===== config.mk =====
export PLATFORM = sky130hd
export DESIGN_NAME = pingpong_bank_ctrl
export DESIGN_NICKNAME = d
export VERILOG_FILES = /design/src/rtl/pingpong_bank_ctrl.sv
export SDC_FILE = /design/constraint.sdc
export NUM_CORES = 1
export LEC_CHECK = 0
export ABC_AREA = 1
export CORE_MARGIN = 2
export CORE_UTILIZATION = 40
export DETAILED_ROUTE_END_ITERATION = 8
export SLEW_MARGIN = 15
export SYNTH_ARGS = -nofsm -noshare
export SYNTH_HDL_FRONTEND = slang
export SYNTH_SLANG_ARGS = --single-unit

===== constraint.sdc =====
create_clock -name CLK -period 2.85 [get_ports CLK]
set_clock_uncertainty 0.1 [all_clocks]
set_input_delay 0.4275 -clock CLK [delete_from_list [all_inputs] [get_ports CLK]]
set_output_delay 0.4275 -clock CLK [all_outputs]
set_load 0.01 [all_outputs]

===== src/rtl/pingpong_bank_ctrl.sv =====
// Ping-pong bank sequencer: steers mapper writes into two external banks and drains full banks to the FFT in fill order.
// Optional build macro PPC_DROP_CNT_EN adds a saturating drop_cnt output counting overflow pulses.
module pingpong_bank_ctrl #(
  parameter int MEM_DEPTH = 1200,
  parameter int ADDR_W    = 11
) (
  input  logic              CLK,
  input  logic              RST,
  input  logic              wr_valid,
  input  logic              wr_last,
  output logic              wr_ready,
  output logic              wr_bank,
  output logic [ADDR_W-1:0] wr_addr,
  output logic              wr_we,
  input  logic              rd_busy,
  output logic              rd_en,
  output logic              rd_bank,
  output logic [ADDR_W-1:0] rd_addr,
  output logic              rd_first,
  output logic              rd_last,
  output logic [1:0]        bank_full,
  output logic              overflow
`ifdef PPC_DROP_CNT_EN
  ,
  output logic [15:0]       drop_cnt
`endif
);

  typedef enum logic [1:0] {
    ST_EMPTY = 2'd0,
    ST_FILL  = 2'd1,
    ST_FULL  = 2'd2,
    ST_DRAIN = 2'd3
  } bank_state_e;

  localparam logic [ADDR_W-1:0] LAST_ADDR = ADDR_W'(MEM_DEPTH - 1);

  bank_state_e       state_q [2];
  bank_state_e       state_d [2];
  logic [ADDR_W-1:0] len_q   [2];
  logic [ADDR_W-1:0] len_d   [2];
  logic              wr_bank_q, wr_bank_d;
  logic [ADDR_W-1:0] wr_addr_q, wr_addr_d;
  logic              rd_bank_q, rd_bank_d;
  logic [ADDR_W-1:0] rd_addr_q, rd_addr_d;
  logic              rd_active_q, rd_active_d;

  logic wr_accept;
  logic wr_end;
  logic rd_start;
  logic rd_final;

  // State register process.
  // NOTE: sequential state uses non-blocking assignments so every flop samples pre-edge values.
  always_ff @(posedge CLK) begin
    if (!RST) begin
      // NOTE: the two length registers are real flops, not RAM, so they are cleared like any other state.
      for (int b = 0; b < 2; b++) begin
        state_q[b] <= ST_EMPTY;
        len_q[b]   <= '0;
      end
      wr_bank_q   <= 1'b0;
      wr_addr_q   <= '0;
      rd_bank_q   <= 1'b0;
      rd_addr_q   <= '0;
      rd_active_q <= 1'b0;
    end else begin
      state_q     <= state_d;
      len_q       <= len_d;
      wr_bank_q   <= wr_bank_d;
      wr_addr_q   <= wr_addr_d;
      rd_bank_q   <= rd_bank_d;
      rd_addr_q   <= rd_addr_d;
      rd_active_q <= rd_active_d;
    end
  end

  // Next-state process. Write and read sides never touch the same bank in one cycle:
  // writes target EMPTY/FILL banks, reads target FULL/DRAIN banks.
  always_comb begin
    // NOTE: every comb output gets a default first so no path leaves it unassigned (no latch).
    state_d     = state_q;
    len_d       = len_q;
    wr_bank_d   = wr_bank_q;
    wr_addr_d   = wr_addr_q;
    rd_bank_d   = rd_bank_q;
    rd_addr_d   = rd_addr_q;
    rd_active_d = rd_active_q;

    wr_accept = wr_valid && (state_q[wr_bank_q] == ST_EMPTY || state_q[wr_bank_q] == ST_FILL);
    wr_end    = wr_accept && (wr_last || wr_addr_q == LAST_ADDR);
    rd_start  = !rd_active_q && state_q[rd_bank_q] == ST_FULL && !rd_busy;
    rd_final  = rd_active_q && rd_addr_q == len_q[rd_bank_q] - 1'b1;

    if (wr_accept) begin
      if (wr_end) begin
        state_d[wr_bank_q] = ST_FULL;
        len_d[wr_bank_q]   = wr_addr_q + 1'b1;
        wr_bank_d          = ~wr_bank_q;
        wr_addr_d          = '0;
      end else begin
        state_d[wr_bank_q] = ST_FILL;
        wr_addr_d          = wr_addr_q + 1'b1;
      end
    end

    if (rd_start) begin
      state_d[rd_bank_q] = ST_DRAIN;
      rd_active_d        = 1'b1;
      rd_addr_d          = '0;
    end else if (rd_active_q) begin
      if (rd_final) begin
        state_d[rd_bank_q] = ST_EMPTY;
        rd_bank_d          = ~rd_bank_q;
        rd_active_d        = 1'b0;
        rd_addr_d          = '0;
      end else begin
        rd_addr_d = rd_addr_q + 1'b1;
      end
    end
  end

  // Output process: everything except the wr_valid-qualified strobes comes from registers only.
  always_comb begin
    wr_ready  = state_q[wr_bank_q] == ST_EMPTY || state_q[wr_bank_q] == ST_FILL;
    wr_we     = wr_valid && wr_ready;
    overflow  = wr_valid && !wr_ready;
    wr_bank   = wr_bank_q;
    wr_addr   = wr_addr_q;
    rd_en     = rd_active_q;
    rd_bank   = rd_bank_q;
    rd_addr   = rd_addr_q;
    rd_first  = rd_active_q && rd_addr_q == '0;
    rd_last   = rd_final;
    for (int b = 0; b < 2; b++) begin
      bank_full[b] = state_q[b] == ST_FULL || state_q[b] == ST_DRAIN;
    end
  end

`ifdef PPC_DROP_CNT_EN
  logic [15:0] drop_cnt_q, drop_cnt_d;

  always_comb begin
    drop_cnt_d = drop_cnt_q;
    if (overflow && drop_cnt_q != 16'hFFFF) begin
      drop_cnt_d = drop_cnt_q + 16'd1;
    end
  end

  always_ff @(posedge CLK) begin
    if (!RST) begin
      drop_cnt_q <= '0;
    end else begin
      drop_cnt_q <= drop_cnt_d;
    end
  end

  assign drop_cnt = drop_cnt_q;
`endif

endmodule


==> flow_metrics.py <==
metrics = {
    "yosys": {
        "async_flop_share_pct": 0,
        "synth.most_common_cell": "nand2_1",
        "ys_warn_count": 0,
        "synth.mux.area_fraction_pct": 0,
        "ys_ff_latch": 51,
        "synth_seq_area_share_pct": 35.6,
        "synth_xor_area_share_pct": 5.50,
        "synthSimpleGateAreaFrac_pct": 30.3,
        "synth.distinct_cells": 31,
        "netlist_instances": 440,
        "syn-mean-instance-area_sq_um": 6.51,
        "synth_compound_area_share_pct": 15.7,
        "netlist_top_cells_area": "dfxtp_1 36%, nand2_1 15%, inv_1 7.7%, a21oi_1 6.5%, nor2_1 5.9%",
        "ys.flop_type": "dfxtp_1",
        "synth.net_count": 449,
        "yosys.area.top_type": "dfxtp_1",
        "synth_common_cells": "117 x nand2_1, 59 x inv_1, 51 x dfxtp_1",
        "synth_edf_count": 0,
        "netlist.area_leader.share_pct": 35.6,
        "synth_fa_ha_area_share_pct": 1.75,
        "synth_top_family_by_area": "simple AND/OR/NAND/NOR gates",
        "synth_area_sq_um": 2870,
    },
    "global_routing": {
        "grt_pass1_wl_microns": 12100,
        "antenna_found_initial": 0,
        "grt_max_degree": 27,
        "track_usage_pct": 19.5,
        "grt_pass1_vias": 2607,
        "gr-total-overflow": 0,
    },
    "status": {
        "status": "finished, final reports clean",
    },
    "critical_path": {
        "worstSetupStartpoint": "rd_bank",
        "rrSetupSlack_ns": 0.48,
        "crit_required_ns": 2.32,
        "path_max_fanout": 5,
        "cp.arrival_ns": 2.25,
        "critical_path_class": "reg -> out",
        "crit_path_start_kind": "flop",
        "cp-end-kind": "primary output",
        "worst_r2r_startpoint": "rd_bank",
    },
    "place": {
        "place_area_sq_um": 3410,
        "gp_congestion": 0.920,
        "portBuffers": 36,
        "dp_hpwl_microns": 5390,
    },
    "drt": {
        "drc": 0,
        "viasPerCell": 4.88,
        "num_vias": 2872,
        "drt_wl_total_microns": 7160,
        "drt_iter0_markers": 154,
        "first_pass_iters": 5,
        "ant_nets": 0,
        "routedWlPerCell_microns": 12.2,
    },
    "timing": {
        "hold_violations": 0,
        "relSlewSlack_pct": 66.4,
        "setup_viol": 0,
        "fmax_ghz": 0.361,
        "slew_violations": 0,
        "period_minus_slack_ns": 2.77,
        "period_share_pct": 97.3,
        "tns_ns": 0,
        "rsz0062_at_grt": "yes",
        "worst-slew-pin-transition_ns": 0.503,
    },
    "power": {
        "p_leak_nw": 1.52,
        "fin_total_pwr_mw": 1.62,
        "p_per_area_nw_per_um2": 448,
        "ir_worst_vdd_mv": 0.222,
    },
    "floorplanning": {
        "die_w_microns": 88.6,
        "rows": 30,
        "die_area_sq_um": 7860,
        "dieHeight_microns": 88.6,
        "start_util_pct": 41.7,
        "coreArea_sq_um": 6870,
        "ios": 37,
    },
    "clocking": {
        "clk_path_buf_depth": 2,
        "cts_tree": "yes",
        "clkTransAtPathRegs_ns": 0.10,
        "cts_buffers": 5,
        "clk_latency_ns": 0.31,
        "htree_num_levels": 2,
        "clock_sinks": 51,
        "cts_hold_buf": 0,
        "root_buffer": "clkbuf_8",
    },
    "finish": {
        "design_area_sq_um": 3620,
        "drive_gt1_share_pct": 11.2,
        "antenna_cells": 0,
        "final_nets": 500,
        "utilization_pct": 52.8,
        "areaGrowthSynthToFinish_pct": 26.5,
    },
    "hold_path": {
        "hold_start": "len_q[1]",
        "hold_path_class": "reg -> reg",
    },
    "run": {
        "drv_cap": 0,
    },
}
[state kept, by name, indices dropped and copies added, names as in the netlist]
register / count
wr_bank: 1
state_q: 4
rd_bank: 1
len_q: 22
wr_addr: 11
rd_en: 1
rd_addr: 11
[path summary, 6_finish.rpt]
path | to | depth (start not counted)
min reg2reg | len_q[1] | 2
max | rd_last | 14
max reg2reg | state_q[1] | 18
min | len_q[1] | 2
[final cells by class]
class,instances,area [sq um]
Inverter,61,234
Tap cell,96,120
Fill cell,674,3250
Sequential cell,51,1020
Clock buffer,6,82.6
Multi-Input combinational cell,313,1580
Timing Repair Buffer,59,548
Clock inverter,2,38.8
[layout by cell type, fill, tap and decap left out, types with 2 or more instances in the layout]
| cell | instances |
|---|---|
| nand2_1 | 113 |
| inv_1 | 58 |
| dfxtp_1 | 50 |
| nor2_1 | 44 |
| a21oi_1 | 36 |
| clkdlybuf4s50_1 | 35 |
| o21ai_0 | 31 |
| nand3_1 | 22 |
| buf_4 | 21 |
| xor2_1 | 15 |
| nand4_1 | 7 |
| nor3_1 | 7 |
| nand2_2 | 6 |
| clkbuf_8 | 6 |
| o21ai_1 | 4 |
| nor2_4 | 3 |
| xnor2_1 | 3 |
| nor2_2 | 3 |
| ha_1 | 3 |
| inv_6 | 2 |
| inv_2 | 2 |
| nand3_2 | 2 |
| a31o_2 | 2 |
| a2bb2oi_1 | 2 |
[layer usage]
layer | GRT usage (%) | wire (microns)
met2 | 31.6 | 3240
met3 | 2.61 | 286
met4 | 6.47 | 143
met1 | 26.8 | 3490
met5 | 0 | 0
[what timing repair did]
item                       4_1_cts  5_1_grt
hold endpoints to repair         0        0
pin swaps                        2       12
gates resized for setup          7       15
setup endpoints to repair        1        1
buffers inserted                 1        3
[power by group]
| group | switching [mW] | internal [mW] | total, mW |
|---|---|---|---|
| Combinational | 0.182 | 0.132 | 0.314 |
| Clock | 0.264 | 0.289 | 0.554 |
| Sequential | 0.0185 | 0.736 | 0.754 |
| Total | 0.465 | 1.16 | 1.62 |
[cells by family (layout without fill, tap and decap cells)]
| logic type | Yosys count | in the layout |
|---|---|---|
| AO/OA/AOI/OAI | 82 | 82 |
| AND/OR/NAND/NOR | 209 | 209 |
| flip-flops | 51 | 51 |
| XOR/XNOR | 18 | 18 |
| buffers and inverters | 76 | 128 |
| adder cells (fa/ha/maj) | 4 | 4 |
[worst max-delay path, cell delays in order (launching register included)]
cell	delay [ns]
dfxtp_4	0.41
inv_6	0.05
nand2_2	0.05
nand2_2	0.07
ha_4	0.27
xor2_1	0.15
nand2_1	0.08
a21oi_2	0.10
nand3_1	0.09
nor2_1	0.10
nand2_1	0.10
nor2_4	0.13
nand2_2	0.07
nor2_2	0.13
buf_2	0.15
[per-stage QoR]
step	hold slack, ns	instances	worst slack (ns)
floorplan	0.329	440	0.451
detailed placement	0.348	576	-0.0694
global placement	0.340	576	-0.0435
finish	0.366	588	0.0766
CTS	0.363	585	0.0594
global route	0.394	588	-0.116
Power figures use the tool's default switching activity.
